===== src/rtl/data_mem_ctrl.sv =====
// Data-memory controller: serves one byte-wide load or store per request after a fixed
// wait, stalling the pipeline meanwhile, and flags malformed or out-of-range requests.
module data_mem_ctrl #(
    parameter int LATENCY    = 2,
    parameter int DEPTH_LOG2 = 6
) (
    input  logic       clk,
    input  logic       reset,
    input  logic       MemRead,
    input  logic       MemWrite,
    input  logic [7:0] addr,
    input  logic [7:0] wdata,
    output logic [7:0] rdata,
    output logic       stall,
    output logic       done,
    output logic       err,
    output logic [1:0] fsmState
);
    localparam int DEPTH = 1 << DEPTH_LOG2;

    typedef enum logic [1:0] {
        IDLE = 2'b00,
        BUSY = 2'b01,
        DONE = 2'b10
    } stateT;

    stateT state, nextState;

    logic [7:0]            mem [DEPTH];
    logic [3:0]            waitCnt;
    logic [DEPTH_LOG2-1:0] latAddr;
    logic [7:0]            latData;
    logic                  latWrite;

    logic oneOp, inRange, validReq, badReq, badRead;
    logic accept, reqErr;

    // A request is well-formed only with exactly one op and an address inside the array.
    assign oneOp    = MemRead ^ MemWrite;
    assign inRange  = (addr >> DEPTH_LOG2) == 8'd0;
    assign validReq = oneOp && inRange;
    assign badReq   = (MemRead && MemWrite) || (oneOp && !inRange);
    assign badRead  = MemRead && !MemWrite && !inRange;
    assign fsmState = state;

    always_ff @(posedge clk) begin
        if (reset) state <= IDLE;
        else       state <= nextState;
    end

    always_comb begin
        nextState = IDLE;
        stall     = 1'b0;
        accept    = 1'b0;
        reqErr    = 1'b0;
        case (state)
            IDLE: begin
                if (validReq) begin
                    nextState = BUSY;
                    stall     = 1'b1;
                    accept    = 1'b1;
                end else begin
                    nextState = IDLE;
                    reqErr    = badReq;
                end
            end
            BUSY: begin
                stall     = 1'b1;
                nextState = (waitCnt == 4'd0) ? DONE : BUSY;
            end
            DONE:    nextState = IDLE;
            default: nextState = IDLE;
        endcase
    end

    always_ff @(posedge clk) begin
        if (reset) begin
            waitCnt  <= 4'd0;
            rdata    <= 8'h00;
            done     <= 1'b0;
            err      <= 1'b0;
            latAddr  <= '0;
            latData  <= 8'h00;
            latWrite <= 1'b0;
            for (int i = 0; i < DEPTH; i++) mem[i] <= 8'h00;
        end else begin
            done <= 1'b0;
            err  <= reqErr;
            if (accept) begin
                latAddr  <= addr[DEPTH_LOG2-1:0];
                latData  <= wdata;
                latWrite <= MemWrite;
                waitCnt  <= 4'(LATENCY - 1);
            end
            // The access itself happens on the last BUSY edge so its result is visible in DONE.
            if (state == BUSY) begin
                if (waitCnt == 4'd0) begin
                    if (latWrite) mem[latAddr] <= latData;
                    else          rdata <= mem[latAddr];
                    done <= 1'b1;
                end else begin
                    waitCnt <= waitCnt - 4'd1;
                end
            end
            if (state == IDLE && badRead) rdata <= 8'h00;
        end
    end
endmodule


===== config.mk =====
export PLATFORM = sky130hd
export DESIGN_NAME = data_mem_ctrl
export DESIGN_NICKNAME = d
export VERILOG_FILES = /design/src/rtl/data_mem_ctrl.sv
export SDC_FILE = /design/constraint.sdc
export NUM_CORES = 1
export LEC_CHECK = 0
export ABC_AREA = 1
export BUFFER_PORTS_ARGS = -buffer_cell sky130_fd_sc_hd__buf_2
export CAP_MARGIN = 20
export CORE_ASPECT_RATIO = 0.5
export CORE_MARGIN = 10
export CORE_UTILIZATION = 63
export DETAILED_ROUTE_END_ITERATION = 10
export GPL_ROUTABILITY_DRIVEN = 1
export HOLD_SLACK_MARGIN = 0.15
export PLACE_DENSITY = 0.86
export SLEW_MARGIN = 20
export SYNTH_ARGS = -nofsm -noshare
export SYNTH_HDL_FRONTEND = slang
export SYNTH_SLANG_ARGS = --single-unit

===== constraint.sdc =====
create_clock -name clk -period 3.3 [get_ports clk]
set_clock_uncertainty 0.15 [all_clocks]
set_input_delay 0.66 -clock clk [delete_from_list [all_inputs] [get_ports clk]]
set_output_delay 0.66 -clock clk [all_outputs]
set_load 0.01 [all_outputs]

Yosys cells after proc, flatten, opt, wreduce, memory -nomap -nowiden --
Memories as Yosys holds them, arrays and structs flattened. A register that Yosys moved wholly into a read port is not among the register bits. Index checks and enable logic that the tools add are counted.
Storage, ports and cells: flip-flop bits (word level) 23, memory bits (writable) 512, input bits 20, output and inout bits 13, logic and storage cells 51, memories kept 1
Memories:
- mem | words 64, width 8, read ports 1, clocked after memory_dff 1, write ports 64, RTL line 29 | logic [7:0] mem [DEPTH];
Cells by class: $add $sub $neg 1, equality and inequality tests 1, multiplexer cells 20, bitwise gates (word level) 4, reduce and logical (&&, ||, !) cells 17
Operator list (count):
- $mux 1 | 12
- $mux 4 | 3
- $logic_not 8->1 | 1
- $mux 8 | 1
- $reduce_or 8->1 | 1
- $logic_and 1x1->1 | 6
- $mux 6 | 1
- $logic_not 4->1 | 1
- $pmux 2 s2 | 1
- $reduce_or 2->1 | 2
- $sub 4x1->4 const B | 1
- $not 1->1 | 3
- $reduce_and 3->1 | 1
- $reduce_or 3->1 | 1
- $eq 2x1->1 const B | 1
- $logic_not 1->1 | 2
- $logic_not 2->1 | 1
- $mux 2 | 1
- $pmux 1 s2 | 1
- $logic_or 1x1->1 | 1
- $xor 1x1->1 | 1

Logic depth before layout (Yosys ltp) --
depth in word-level cells 7, gate-level depth with buffers 13, gate-level depth less buffers 10

Least setup slack after synthesis --
OpenSTA, ideal clock, no wires.
path kind input to register, from input reset, to memory mem[0][0], enable pin, arrival time 2.061 ns, slack 0.760 ns, stages 6, buffers on the path 1, cell sequence buf_2 nor2_2 nand2_2 nor4_4 nand2_2 nand2_1
RTL lines:
- start: declaration | RTL line 8 | input logic reset,
- end: declaration | RTL line 29

==> metrics <==
outcome=completed; Synth top cells by count=637 x nand2_1, 626 x nor2_1, 512 x edfxtp_1, 445 x inv_1, 200 x nand3_1; GR Overflow Total=0; Antenna Violating Nets Remaining=0; width of the die=around 310 µm; hold-critical path depth=2; Die H=~160 µm; Slew Viols, Final=0; CP startpoint kind=flop; first-pass GRT wire length=about 100000 µm; headroom to the max-slew limit=30.3%; Worst Tran Pin Value=1.04 ns; #FFs+latches synth=543; setup_tns=0 ns; final worst-path cycle share=92.7%; mean number of vias per cell=5.78; fin area=roughly 28000 µm²; most used cell, CP=nand2_1; Core Box Area=just over 40000 µm²; CTS tree=yes; HP Start=reset; Syn Std Cell Area=25800 µm²; initial antenna violation count=0; std cell rows=52; area share of the leading cell type in the synthesized netlist=about three fifths; Tmin final=around 3.1 ns; H-tree levels=2; final core occ=slightly below 70%; gpl congestion=between 0.9 and 1; Avg Cell Area, Syn=8.93 µm²; number of diodes=0; Power Density=just over 500 nW/µm²; Synthesized Nets=about 2900; Root Buffer=clkbuf_16; clk buf depth=3; Area contributors post-synth=edfxtp_1 60%, nand2_1 9.3%, nor2_1 9.1%; r2r worst-path depth=11; final hold viol count=0; IO buf count=32; Post-CTS Hold Fix Bufs=0; initial DRC count=about 3100; CP peak stage delay=just over 0.7 ns; routed len/inst=19.4 µm; vias in the first global route=19000; die area=between 40000 and 50000 µm²; crit path max fanout=64; Critical Path RT=3.67 ns; Reg clk slew, reported paths=0.07 ns; DRC errors left=0; Max Clk Rate=~330 MHz; Final nets=between 2000 and 3000; clock latency on the worst-skew pair=about 0.58 ns; Setup CP Type=reg2reg; CTS resizes=0; CTS Buf Count=48; Syn Inst Count=between 2000 and 3000; sequential share of the synthesized area=between 60% and 70%; placed instance count=around 3300; clock sink count=roughly 540; Post-synth ARST share=0%; IR drop worst, VDD=a little under 0.0005 V; Pleak=11.6 nW; initial core utilization=63.9%; Most used DFF post-synth=edfxtp_1; RSZ-0062 raised after global routing=no; Synth cell types=28; Post-Route WL=roughly 66000 µm; worst-path cell chain=inv_1, nor2_4, buf_4, nand3_1, nand2_1, o21ai_0, nand2_1, nor2_1, nand3_1, nand2_1, inv_1; via count=19800; post-CTS setup buffer count=0; setup violators final=0; Worst Path Arrival=approximately 3.4 ns; # Max-Cap Violations=0; area grow syn2layout=8.63%; Boundary Pins=33; Synth area leader=edfxtp_1; layout cells sized above 1=a little under a tenth; number of detailed-route iterations in the first pass=7; PnR worst setup slack=between 0.2 and 0.25 ns; DP Area=roughly 27000 µm²; endpoint class of the critical path=flop; GR Util All Layers=about a quarter; CP max stage cell=dfxtp_1; EDFF count, synth=a little over 500; HPWL Detailed=roughly 41000 µm; most frequent cell after synthesis=nand2_1; largest net degree at the start of global routing=around 190; Post-Place Worst Slack=between 0.4 and 0.5 ns; Yosys warnings=0; Layout Cells excl Fill=~3400; Crit. Startpoint=latAddr[2]$_SDFFE_PP0P_; Worst Hold Class=in2reg; launching point of the worst reg2reg path=latAddr[2]$_SDFFE_PP0P_
==> cells in the final DEF, fill, tap and decap left out <==
master / netlist / final
nor2_4: 0 / 3
clkbuf_1: 113 / 10
nor4_4: 4 / 4
nand3_1: 200 / 200
inv_2: 2 / 10
nand2_2: 61 / 61
nor3_1: 9 / 1
clkinv_1: 1 / 9
dfxtp_4: 0 / 1
nor3_4: 2 / 2
or2_2: 27 / 27
clkbuf_16: 0 / 50
inv_1: 445 / 436
clkinv_2: 0 / 10
o21ai_1: 1 / 1
o211ai_1: 48 / 48
nor2_2: 2 / 2
nand4_1: 2 / 2
buf_2: 28 / 32
clkbuf_8: 0 / 1
nor3_2: 2 / 10
ha_1: 3 / 3
edfxtp_1: 512 / 512
nand2_1: 637 / 637
a2111oi_0: 1 / 1
o21ai_0: 82 / 82
dfxtp_1: 31 / 30
xnor2_1: 1 / 1
bufinv_16: 0 / 1
inv_4: 0 / 1
buf_4: 1 / 32
inv_6: 0 / 1
a21oi_1: 27 / 27
buf_12: 0 / 16
nor2_1: 626 / 623
==> cells by family after synthesis <==
| logic type | count (synthesis) | synth area share [%] |
|---|---|---|
| adder cells (fa/ha/maj) | 3 | 0.145 |
| flip-flops | 543 | 62.0 |
| XOR/XNOR | 1 | 0.0340 |
| AND/OR/NAND/NOR | 1572 | 25.2 |
| AO/OA/AOI/OAI | 159 | 3.56 |
| buffers and inverters | 613 | 9.07 |
==> power breakdown <==
part / leakage [nW] / switching, W / internal, W
logic: 5.37 / 0.000947 / 0.000303
clock network: 0.705 / 0.00244 / 0.00285
registers: 5.54 / 0.0000875 / 0.00774
==> routing by layer <==
layer / share of wire (%) / GRT usage [%]
met1: 36 / 34.7
met2: 45 / 42.6
met3: 15 / 6.47
met4: 3.7 / 9.56
met5: 0 / 0
==> layout make-up <==
cell class	instances	area, µm²
clock buffers	61	1300
clock inverters	20	116
fillers	2744	12400
inverters	448	1690
multi-input cells	1735	7530
flip-flops and latches	543	16000
well taps	540	676
repair buffers	80	721
==> metrics by stage <==
step	hold slack, ns	power, W
2_1_floorplan	0.289	0.00874
3_3_place_gp	0.314	0.00913
3_5_place_dp	0.326	0.00917
4_1_cts	0.204	0.0143
5_1_grt	0.245	0.0147
6_report	0.213	0.0144
==> path summary, 6_finish.rpt <==
kind	slack [ns]	to
setup reg to reg	0.24	rdata[7]$_SDFFE_PP0P_
setup / recovery	0.24	rdata[7]$_SDFFE_PP0P_
hold reg to reg	0.33	waitCnt[1]$_SDFF_PP0_
hold / removal	0.21	waitCnt[1]$_SDFF_PP0_
==> critical path, delay by kind of cell (launching register included) <==
kind / cells / cell delay [ns]
buf+inv: 3 / 0.96
compound gates: 1 / 0.19
flops: 1 / 0.72
simple gates: 7 / 0.91
==> registers in the layout, indices dropped and copies added (netlist names) <==
register,cells
mem,512
latData,8
rdata,8
latAddr,6
waitCnt,4
fsmState,2
done,1
err,1
latWrite,1
No activity file was read; power rests on OpenSTA's default activity.
